$ cat config.mk
export PLATFORM = sky130hd
export DESIGN_NAME = mcu_spi_packet_master_flat
export DESIGN_NICKNAME = d
export VERILOG_FILES = /design/src/rtl/mcu_spi_pkg.sv /design/src/rtl/mcu_spi_packet_master_if.sv /design/src/rtl/mcu_spi_packet_master_sck_gen.sv /design/src/rtl/mcu_spi_packet_master.sv /design/src/flat_wrapper.sv
export SDC_FILE = /design/constraint.sdc
export NUM_CORES = 1
export LEC_CHECK = 0
export CAP_MARGIN = 20
export CORE_AREA = 10 10 207 209
export CTS_BUF_LIST = sky130_fd_sc_hd__clkbuf_4 sky130_fd_sc_hd__clkbuf_8 sky130_fd_sc_hd__clkbuf_16
export CTS_CLUSTER_DIAMETER = 50
export DETAILED_ROUTE_END_ITERATION = 16
export DIE_AREA = 0 0 217 219
export SLEW_MARGIN = 25
export SYNTH_ARGS = -nofsm -noshare
export SYNTH_HDL_FRONTEND = slang
export SYNTH_HIERARCHICAL = 1
export SYNTH_SLANG_ARGS = --single-unit
$ cat constraint.sdc
create_clock -name clk -period 4.5 [get_ports clk]
set_input_delay 1.35 -clock clk [delete_from_list [all_inputs] [get_ports clk]]
set_output_delay 1.35 -clock clk [all_outputs]
set_load 0.02 [all_outputs]
$ cat src/rtl/mcu_spi_pkg.sv
// Packet layout shared by both ends of the SPI sensor link, plus the master FSM state type.
package mcu_spi_pkg;

    localparam int unsigned PACKET_SIZE = 16;
    localparam int unsigned PACKET_BITS = PACKET_SIZE * 8;
    localparam int unsigned BIT_CNT_W   = $clog2(PACKET_BITS);
    localparam int unsigned WORD_W      = 16;
    localparam logic [7:0]  HEADER_BYTE = 8'hAA;

    localparam int unsigned OFS_HEADER = 0;
    localparam int unsigned OFS_QUAT_W = 1;
    localparam int unsigned OFS_QUAT_X = 3;
    localparam int unsigned OFS_QUAT_Y = 5;
    localparam int unsigned OFS_QUAT_Z = 7;
    localparam int unsigned OFS_GYRO_X = 9;
    localparam int unsigned OFS_GYRO_Y = 11;
    localparam int unsigned OFS_GYRO_Z = 13;
    localparam int unsigned OFS_FLAGS  = 15;

    localparam int unsigned FLAG_QUAT_BIT = 0;
    localparam int unsigned FLAG_GYRO_BIT = 1;

    typedef enum logic [2:0] {
        ST_IDLE,
        ST_SHIFT,
        ST_LATCH,
        ST_ACK,
        ST_WAIT_CLR
    } state_t;

    typedef logic [PACKET_BITS-1:0] packet_t;

    typedef struct packed {
        logic signed [WORD_W-1:0] quat_w;
        logic signed [WORD_W-1:0] quat_x;
        logic signed [WORD_W-1:0] quat_y;
        logic signed [WORD_W-1:0] quat_z;
        logic signed [WORD_W-1:0] gyro_x;
        logic signed [WORD_W-1:0] gyro_y;
        logic signed [WORD_W-1:0] gyro_z;
        logic                     quat_valid;
        logic                     gyro_valid;
    } fields_t;

    // Byte 0 is the first byte on the wire and lands in the MSBs of the packet.
    function automatic logic [7:0] pkt_byte(input packet_t pkt, input int unsigned ofs);
        return 8'(pkt >> (8 * (PACKET_SIZE - 1 - ofs)));
    endfunction

    function automatic logic [WORD_W-1:0] pkt_word(input packet_t pkt, input int unsigned ofs);
        return {pkt_byte(pkt, ofs), pkt_byte(pkt, ofs + 1)};
    endfunction

    function automatic fields_t unpack_fields(input packet_t pkt);
        fields_t    f;
        logic [7:0] flags;
        flags        = pkt_byte(pkt, OFS_FLAGS);
        f.quat_w     = pkt_word(pkt, OFS_QUAT_W);
        f.quat_x     = pkt_word(pkt, OFS_QUAT_X);
        f.quat_y     = pkt_word(pkt, OFS_QUAT_Y);
        f.quat_z     = pkt_word(pkt, OFS_QUAT_Z);
        f.gyro_x     = pkt_word(pkt, OFS_GYRO_X);
        f.gyro_y     = pkt_word(pkt, OFS_GYRO_Y);
        f.gyro_z     = pkt_word(pkt, OFS_GYRO_Z);
        f.quat_valid = flags[FLAG_QUAT_BIT];
        f.gyro_valid = flags[FLAG_GYRO_BIT];
        return f;
    endfunction

endpackage

$ cat src/rtl/mcu_spi_packet_master_if.sv
// SPI link, handshake and decoded-packet signals of the packet master.
interface mcu_spi_packet_master_if;
    import mcu_spi_pkg::*;

    logic                     en;
    logic                     done;
    logic                     sdi;
    logic                     sck;
    logic                     sdo;
    logic                     load;
    logic                     busy;
    logic                     pkt_valid;
    logic                     hdr_err;
    logic signed [WORD_W-1:0] quat_w;
    logic signed [WORD_W-1:0] quat_x;
    logic signed [WORD_W-1:0] quat_y;
    logic signed [WORD_W-1:0] quat_z;
    logic signed [WORD_W-1:0] gyro_x;
    logic signed [WORD_W-1:0] gyro_y;
    logic signed [WORD_W-1:0] gyro_z;
    logic                     quat_valid;
    logic                     gyro_valid;
    logic [15:0]              pkt_count;
    logic [7:0]               err_count;

    modport master (
        input  en, done, sdi,
        output sck, sdo, load, busy, pkt_valid, hdr_err,
               quat_w, quat_x, quat_y, quat_z, gyro_x, gyro_y, gyro_z,
               quat_valid, gyro_valid, pkt_count, err_count
    );

    modport slave (
        output en, done, sdi,
        input  sck, sdo, load, busy, pkt_valid, hdr_err,
               quat_w, quat_x, quat_y, quat_z, gyro_x, gyro_y, gyro_z,
               quat_valid, gyro_valid, pkt_count, err_count
    );

endinterface

$ cat src/rtl/mcu_spi_packet_master_sck_gen.sv
// Mode-0 SPI clock generator: low half first, one packet worth of sck periods while run is high.
module spi_sck_gen
    import mcu_spi_pkg::*;
#(
    parameter int unsigned CLK_DIV = 4
) (
    input  logic clk,
    input  logic rst_n,
    input  logic i_run,
    output logic o_sck,
    output logic o_rise_c,
    output logic o_last_c
);

    localparam int unsigned DIV_W = (CLK_DIV > 1) ? $clog2(CLK_DIV) : 1;

    logic [DIV_W-1:0]     r_div;
    logic [BIT_CNT_W-1:0] r_bit;
    logic                 r_sck;
    logic                 w_half_end;

    assign w_half_end = (r_div == DIV_W'(CLK_DIV - 1));
    assign o_rise_c   = i_run && w_half_end && !r_sck;
    assign o_last_c   = i_run && w_half_end && r_sck && (r_bit == BIT_CNT_W'(PACKET_BITS - 1));
    assign o_sck      = r_sck;

    // Counters rest at zero whenever run is low so every transfer starts on a clean low phase.
    always_ff @(posedge clk or negedge rst_n) begin
        if (!rst_n) begin
            r_div <= '0;
            r_bit <= '0;
            r_sck <= 1'b0;
        end else if (!i_run) begin
            r_div <= '0;
            r_bit <= '0;
            r_sck <= 1'b0;
        end else if (w_half_end) begin
            r_div <= '0;
            r_sck <= ~r_sck;
            if (r_sck) begin
                r_bit <= r_bit + BIT_CNT_W'(1);
            end
        end else begin
            r_div <= r_div + DIV_W'(1);
        end
    end

endmodule

$ cat src/rtl/mcu_spi_packet_master.sv
// SPI mode-0 master that pulls a 16-byte sensor packet, checks its header, unpacks it and acks the slave.
module mcu_spi_packet_master
    import mcu_spi_pkg::*;
#(
    parameter int unsigned CLK_DIV     = 4,
    parameter int unsigned ACK_CYCLES  = 2,
    parameter int unsigned CLR_TIMEOUT = 255,
    parameter logic [7:0]  HEADER      = HEADER_BYTE
) (
    input logic                     clk,
    input logic                     rst_n,
    mcu_spi_packet_master_if.master bus
);

    localparam int unsigned ACK_W = (ACK_CYCLES > 1) ? $clog2(ACK_CYCLES) : 1;
    localparam int unsigned CLR_W = (CLR_TIMEOUT > 1) ? $clog2(CLR_TIMEOUT) : 1;

    state_t           r_state;
    logic             r_done_meta;
    logic             r_done_s;
    packet_t          r_shreg;
    logic [ACK_W-1:0] r_ack_cnt;
    logic [CLR_W-1:0] r_clr_cnt;
    logic             r_load;
    logic             r_busy;
    logic             r_pkt_valid;
    logic             r_hdr_err;
    fields_t          r_fields;
    logic [15:0]      r_pkt_count;
    logic [7:0]       r_err_count;

    logic             w_run;
    logic             w_sck;
    logic             w_rise;
    logic             w_last;

    assign w_run = (r_state == ST_SHIFT);

    spi_sck_gen #(
        .CLK_DIV (CLK_DIV)
    ) u_sck_gen (
        .clk      (clk),
        .rst_n    (rst_n),
        .i_run    (w_run),
        .o_sck    (w_sck),
        .o_rise_c (w_rise),
        .o_last_c (w_last)
    );

    // done comes from another clock domain.
    always_ff @(posedge clk or negedge rst_n) begin
        if (!rst_n) begin
            r_done_meta <= 1'b0;
            r_done_s    <= 1'b0;
        end else begin
            r_done_meta <= bus.done;
            r_done_s    <= r_done_meta;
        end
    end

    always_ff @(posedge clk or negedge rst_n) begin
        if (!rst_n) begin
            r_state     <= ST_IDLE;
            r_shreg     <= '0;
            r_ack_cnt   <= '0;
            r_clr_cnt   <= '0;
            r_load      <= 1'b0;
            r_busy      <= 1'b0;
            r_pkt_valid <= 1'b0;
            r_hdr_err   <= 1'b0;
            r_fields    <= '0;
            r_pkt_count <= '0;
            r_err_count <= '0;
        end else begin
            r_pkt_valid <= 1'b0;
            r_hdr_err   <= 1'b0;
            case (r_state)
                ST_IDLE: begin
                    if (bus.en && r_done_s) begin
                        r_state <= ST_SHIFT;
                        r_busy  <= 1'b1;
                    end
                end
                // done_s is deliberately ignored here: a started packet is always clocked in full.
                ST_SHIFT: begin
                    if (w_rise) begin
                        r_shreg <= {r_shreg[PACKET_BITS-2:0], bus.sdi};
                    end
                    if (w_last) begin
                        r_state <= ST_LATCH;
                    end
                end
                ST_LATCH: begin
                    if (pkt_byte(r_shreg, OFS_HEADER) == HEADER) begin
                        r_fields    <= unpack_fields(r_shreg);
                        r_pkt_valid <= 1'b1;
                        r_pkt_count <= r_pkt_count + 16'd1;
                    end else begin
                        r_hdr_err <= 1'b1;
                        if (r_err_count != 8'hFF) begin
                            r_err_count <= r_err_count + 8'd1;
                        end
                    end
                    r_load    <= 1'b1;
                    r_ack_cnt <= '0;
                    r_state   <= ST_ACK;
                end
                ST_ACK: begin
                    if (r_ack_cnt == ACK_W'(ACK_CYCLES - 1)) begin
                        r_load    <= 1'b0;
                        r_clr_cnt <= '0;
                        r_state   <= ST_WAIT_CLR;
                    end else begin
                        r_ack_cnt <= r_ack_cnt + ACK_W'(1);
                    end
                end
                // A slave that never drops done is abandoned after the timeout and re-served from IDLE.
                ST_WAIT_CLR: begin
                    if (!r_done_s || (r_clr_cnt == CLR_W'(CLR_TIMEOUT - 1))) begin
                        r_state <= ST_IDLE;
                        r_busy  <= 1'b0;
                    end else begin
                        r_clr_cnt <= r_clr_cnt + CLR_W'(1);
                    end
                end
                default: begin
                    r_state <= ST_IDLE;
                    r_busy  <= 1'b0;
                    r_load  <= 1'b0;
                end
            endcase
        end
    end

    assign bus.sck        = w_sck;
    assign bus.sdo        = 1'b0;
    assign bus.load       = r_load;
    assign bus.busy       = r_busy;
    assign bus.pkt_valid  = r_pkt_valid;
    assign bus.hdr_err    = r_hdr_err;
    assign bus.quat_w     = r_fields.quat_w;
    assign bus.quat_x     = r_fields.quat_x;
    assign bus.quat_y     = r_fields.quat_y;
    assign bus.quat_z     = r_fields.quat_z;
    assign bus.gyro_x     = r_fields.gyro_x;
    assign bus.gyro_y     = r_fields.gyro_y;
    assign bus.gyro_z     = r_fields.gyro_z;
    assign bus.quat_valid = r_fields.quat_valid;
    assign bus.gyro_valid = r_fields.gyro_valid;
    assign bus.pkt_count  = r_pkt_count;
    assign bus.err_count  = r_err_count;

endmodule

$ cat src/flat_wrapper.sv
// flat-port wrapper written by rule: the top's interface ports become plain ports
module mcu_spi_packet_master_flat import mcu_spi_pkg::*;
#(
    parameter int unsigned CLK_DIV     = 4,
    parameter int unsigned ACK_CYCLES  = 2,
    parameter int unsigned CLR_TIMEOUT = 255,
    parameter logic [7:0]  HEADER      = HEADER_BYTE
)
  (clk, rst_n, bus_en, bus_done, bus_sdi, bus_sck, bus_sdo, bus_load, bus_busy, bus_pkt_valid, bus_hdr_err, bus_quat_w, bus_quat_x, bus_quat_y, bus_quat_z, bus_gyro_x, bus_gyro_y, bus_gyro_z, bus_quat_valid, bus_gyro_valid, bus_pkt_count, bus_err_count);
  mcu_spi_packet_master_if bus_i ();
  input logic clk;
  input logic rst_n;
  input wire logic [$bits(bus_i.en)-1:0] bus_en;
  input wire logic [$bits(bus_i.done)-1:0] bus_done;
  input wire logic [$bits(bus_i.sdi)-1:0] bus_sdi;
  output wire logic [$bits(bus_i.sck)-1:0] bus_sck;
  output wire logic [$bits(bus_i.sdo)-1:0] bus_sdo;
  output wire logic [$bits(bus_i.load)-1:0] bus_load;
  output wire logic [$bits(bus_i.busy)-1:0] bus_busy;
  output wire logic [$bits(bus_i.pkt_valid)-1:0] bus_pkt_valid;
  output wire logic [$bits(bus_i.hdr_err)-1:0] bus_hdr_err;
  output wire logic [$bits(bus_i.quat_w)-1:0] bus_quat_w;
  output wire logic [$bits(bus_i.quat_x)-1:0] bus_quat_x;
  output wire logic [$bits(bus_i.quat_y)-1:0] bus_quat_y;
  output wire logic [$bits(bus_i.quat_z)-1:0] bus_quat_z;
  output wire logic [$bits(bus_i.gyro_x)-1:0] bus_gyro_x;
  output wire logic [$bits(bus_i.gyro_y)-1:0] bus_gyro_y;
  output wire logic [$bits(bus_i.gyro_z)-1:0] bus_gyro_z;
  output wire logic [$bits(bus_i.quat_valid)-1:0] bus_quat_valid;
  output wire logic [$bits(bus_i.gyro_valid)-1:0] bus_gyro_valid;
  output wire logic [$bits(bus_i.pkt_count)-1:0] bus_pkt_count;
  output wire logic [$bits(bus_i.err_count)-1:0] bus_err_count;
  assign bus_i.en = bus_en;
  assign bus_i.done = bus_done;
  assign bus_i.sdi = bus_sdi;
  assign bus_sck = bus_i.sck;
  assign bus_sdo = bus_i.sdo;
  assign bus_load = bus_i.load;
  assign bus_busy = bus_i.busy;
  assign bus_pkt_valid = bus_i.pkt_valid;
  assign bus_hdr_err = bus_i.hdr_err;
  assign bus_quat_w = bus_i.quat_w;
  assign bus_quat_x = bus_i.quat_x;
  assign bus_quat_y = bus_i.quat_y;
  assign bus_quat_z = bus_i.quat_z;
  assign bus_gyro_x = bus_i.gyro_x;
  assign bus_gyro_y = bus_i.gyro_y;
  assign bus_gyro_z = bus_i.gyro_z;
  assign bus_quat_valid = bus_i.quat_valid;
  assign bus_gyro_valid = bus_i.gyro_valid;
  assign bus_pkt_count = bus_i.pkt_count;
  assign bus_err_count = bus_i.err_count;
  mcu_spi_packet_master #(.CLK_DIV(CLK_DIV), .ACK_CYCLES(ACK_CYCLES), .CLR_TIMEOUT(CLR_TIMEOUT), .HEADER(HEADER)) u_core (.clk(clk), .rst_n(rst_n), .bus(bus_i));
endmodule
==> results.sh <==
export IMPL_synth_seq_cells=294
export IMPL_switching_share_pct=23.0
export IMPL_cts_tree="yes"
export IMPL_port_buffers=147
export IMPL_stdcell_area_mm2=0.0148
export IMPL_core_mm2=0.0386
export IMPL_crit_cells=1
export IMPL_die_area_mm2=0.0475
export IMPL_fill_cells=3804
export IMPL_end_kind="output port"
export IMPL_critPathTopFamily="buffers and inverters"
export IMPL_num_rows=72
export IMPL_dr_pass1_iters=4
export IMPL_slew_limit_headroom_pct=39.9
export IMPL_startpoint="u_core/u_sck_gen/o_sck$_DFFE_PN0P_"
export IMPL_drive_gt1_share_pct=18.7
export IMPL_synth_top_cell_by_area="dfrtp_1"
export IMPL_first_iter_violations=388
export IMPL_cts_buffers=38
export IMPL_p_leak_nw=7.32
export IMPL_ys_warn_count=6
export IMPL_gp_congestion=0.717
export IMPL_ios=149
export IMPL_min_path_type="register to register"
export IMPL_powerDensity_mw_per_mm2=423
export IMPL_synth_cell_type_count=50
export IMPL_antenna_found_initial=0
export IMPL_p_switching_mw=1.44
export IMPL_die_w_um=217
export IMPL_synthArstFlopShare_pct=100
export IMPL_cp_max_fo=8
export IMPL_remaining_drc_errors=0
export IMPL_finalHoldViolCount=0
export IMPL_fin_ws_ns=1.41
export IMPL_clkTransAtPathRegs_ns=0.05
export IMPL_crit_buf_inv=1
export IMPL_rsz0062_at_grt="no"
export IMPL_peakVddDrop_mv=0.186
export IMPL_synth_nets=995
export IMPL_area_growth_synth_to_final_pct=28.5
export IMPL_ys_seq_area_share_pct=63.9
export IMPL_avgSynthCellArea_um2=11.7
export IMPL_rr_worst_depth=5
export IMPL_grt_pass1_vias=7882
export IMPL_viasPerCell=4.45
export IMPL_p_seq_share_pct=43.7
export IMPL_ctsHtreeMaxLevel=2
export IMPL_diodes=0
export IMPL_syn_instance_count=984
export IMPL_muxShareOfSynthArea_pct=12.9
export IMPL_cp_data_arrival_time_ns=1.74
export IMPL_ys_flop_type="dfrtp_1"
export IMPL_dpl_hpwl_um=15600
export IMPL_dp_cells=1611
export IMPL_synth_xor_area_share_pct=1.75
export IMPL_cpPeakStageDelay_ns=0.71
export IMPL_status="finished clean"
export IMPL_finalCritPeriodShare_pct=68.6
export IMPL_wl_per_cell_um=14.8
export IMPL_fin_crit_ns=3.09
export IMPL_clk_latency_ns=0.54
export IMPL_worst_pin_slew_ns=0.902
export IMPL_post_cts_buffers=0
export IMPL_grt_overflow_total=0
export IMPL_yosysTopAreaCellShare_pct=63.9
export IMPL_reg2reg_slack_ns=1.81
export IMPL_ctsResizeCount=0
export IMPL_ys_top_cells_by_area="dfrtp_1, mux2_2, nand2_1, xnor2_1, buf_2"
export IMPL_fin_tns_setup_ns=0
export IMPL_reg2reg_from="u_core/r_state[0]$_DFFE_PN0P_"
export IMPL_final_seq_area_mm2=0.00736
export IMPL_grt_usage_pct=10.7
export IMPL_endpoint="bus_sck"
export IMPL_pre_cts_ws_ns=1.77
export IMPL_synth_top_family_by_area="simple AND/OR/NAND/NOR gates"
export IMPL_drv_slew=0
export IMPL_yosys_area_share_simple_pct=16.4
export IMPL_max_cap_viol_count=0
export IMPL_yosysMostFrequentCell="nand2_1"
export IMPL_cts_buffer_depth=3
export IMPL_netlist_top_cells_count="nand2_1, dfrtp_1, mux2_2"
export IMPL_cts_num_sinks=294
export IMPL_skew_ns=0.0163
export IMPL_synth_adder_area_share_pct=0.652
export IMPL_multi_input_area_mm2=0.00386
export IMPL_path_cells="clkdlybuf4s50_1"
export IMPL_p_comb_share_pct=6.6
export IMPL_path_class="register to output port"
export IMPL_detail_route_antenna_nets=0
export IMPL_cp_data_required_time_ns=3.15
export IMPL_grt_max_degree=118
export IMPL_worst_path_max_delay_cell="clkdlybuf4s50_1"
export IMPL_routed_wl_um=24800
export IMPL_grt_pass1_wl_um=42100
export IMPL_die_h_um=219
export IMPL_netlist_area_mm2=0.0115
export IMPL_initial_core_util_pct=29.9
export IMPL_cts_root_buf="clkbuf_16"
export IMPL_fin_cells=1680
export IMPL_vias=7479
export IMPL_fmax_mhz=324
export IMPL_reg2reg_to="u_core/bus.pkt_count[2]$_DFFE_PN0P_"
export IMPL_internal_power_mw=4.83
export IMPL_cts_hold_buf=0
export IMPL_placed_cell_area_mm2=0.0135
export IMPL_synth_compound_area_share_pct=1.79
export IMPL_clkPwrFrac_pct=49.7
export IMPL_critPathLaunchType="register"
export IMPL_nNetsFinal=1144
export IMPL_finalSetupViolCount=0
export IMPL_synth_edf_count=0
flip-flops by register name, indices dropped and copies added, names as in the netlist, 3 cells and up:
signal / cells
u_core/bus.quat_x: 16
u_core/bus.quat_z: 16
u_core/r_shreg: 128
u_core/bus.quat_y: 16
u_core/bus.pkt_count: 16
u_core/bus.err_count: 8
u_core/u_sck_gen/r_bit: 7
u_core/r_state: 3
u_core/bus.gyro_y: 16
u_core/r_clr_cnt: 8
u_core/bus.gyro_z: 16
u_core/bus.gyro_x: 16
u_core/bus.quat_w: 16
placed cells by master (no fill, tap or decap), types with 2 or more instances in the layout:
cell type        count
a21boi_1             2
clkbuf_16           38
clkdlybuf4s50_1    146
nor2b_1              3
o21ai_0              7
inv_8                2
buf_4                2
a21oi_1              6
or3_1                3
nor3_1               8
a21boi_0             2
a31oi_1              3
nor3b_1              3
a211o_1              2
ha_1                 6
nand2b_1             2
nand2_1            368
nand4bb_1            2
a41oi_1              2
nor4_1               3
bufinv_16            4
clkbuf_4             6
clkinv_2             3
clkbuf_8             6
and3_1               6
nand4_1              5
clkinvlp_4           5
inv_1                5
nor2_1               5
inv_6                4
mux2_2             131
dfrtp_1            294
buf_12               4
and2_1               4
xnor2_1             16
xor2_1               7
nand3_1             23
power groups by stage:
stage	clock (mW)	combinational (mW)	sequential [mW]
after floorplan	0	0.291	2.78
after global placement	0	0.424	2.79
after detailed placement	0	0.428	2.79
after CTS	3.23	0.429	2.74
after global routing	3.35	0.457	2.75
final	3.11	0.414	2.74
metal layers:
| metal | share of wire [%] | vias to the layer above | track usage [%] |
|---|---|---|---|
| met2 | 44 | 151 | 16.1 |
| met5 | 0 | - | 0 |
| met4 | 1.9 | 0 | 3.29 |
| met1 | 47 | 3745 | 14.1 |
| li1 | - | 3545 | - |
| met3 | 7.3 | 38 | 4.11 |
cell families after synthesis:
logic type,after synthesis
and+or+nand+nor,446
muxes,132
DFF,294
other,1
adders and majority gates,6
buffers and inverters,51
xor gates and xnor gates,23
AOI/OAI and AO/OA,31
area by class of cell:
type / instances / area share [%]
Sequential cell: 294 / 49.7
Multi-Input combinational cell: 639 / 26.1
Timing Repair Buffer: 154 / 10.7
Clock buffer: 50 / 7.29
Tap cell: 518 / 4.38
Clock inverter: 19 / 1.66
Inverter: 6 / 0.186
through the flow:
step | hold slack (ns) | power, mW | utilization (%)
after floorplan | 0.331 | 3.07 | -
after global placement | 0.332 | 3.21 | 34.9
after detailed placement | 0.336 | 3.22 | 34.9
after CTS | 0.348 | 6.40 | 38.4
after global routing | 0.366 | 6.56 | 38.4
final | 0.346 | 6.27 | 38.4
worst min path at each step:
| stage | startpoint | end | slack, ns | cells past startpoint |
|---|---|---|---|---|
| 4_1_cts | u_core/r_done_meta$_DFF_PN0_ | u_core/r_done_s$_DFF_PN0_ | 0.35 | 0 |
| 5_1_grt | u_core/r_done_meta$_DFF_PN0_ | u_core/r_done_s$_DFF_PN0_ | 0.37 | 0 |
| 3_5_place_dp | u_core/r_done_meta$_DFF_PN0_ | u_core/r_done_s$_DFF_PN0_ | 0.34 | 0 |
| 2_1_floorplan | u_core/r_done_meta$_DFF_PN0_ | u_core/r_done_s$_DFF_PN0_ | 0.33 | 0 |
| 6_report | u_core/r_done_meta$_DFF_PN0_ | u_core/r_done_s$_DFF_PN0_ | 0.35 | 0 |
| 3_3_place_gp | u_core/r_done_meta$_DFF_PN0_ | u_core/r_done_s$_DFF_PN0_ | 0.33 | 0 |
Power figures use the tool's default switching activity.
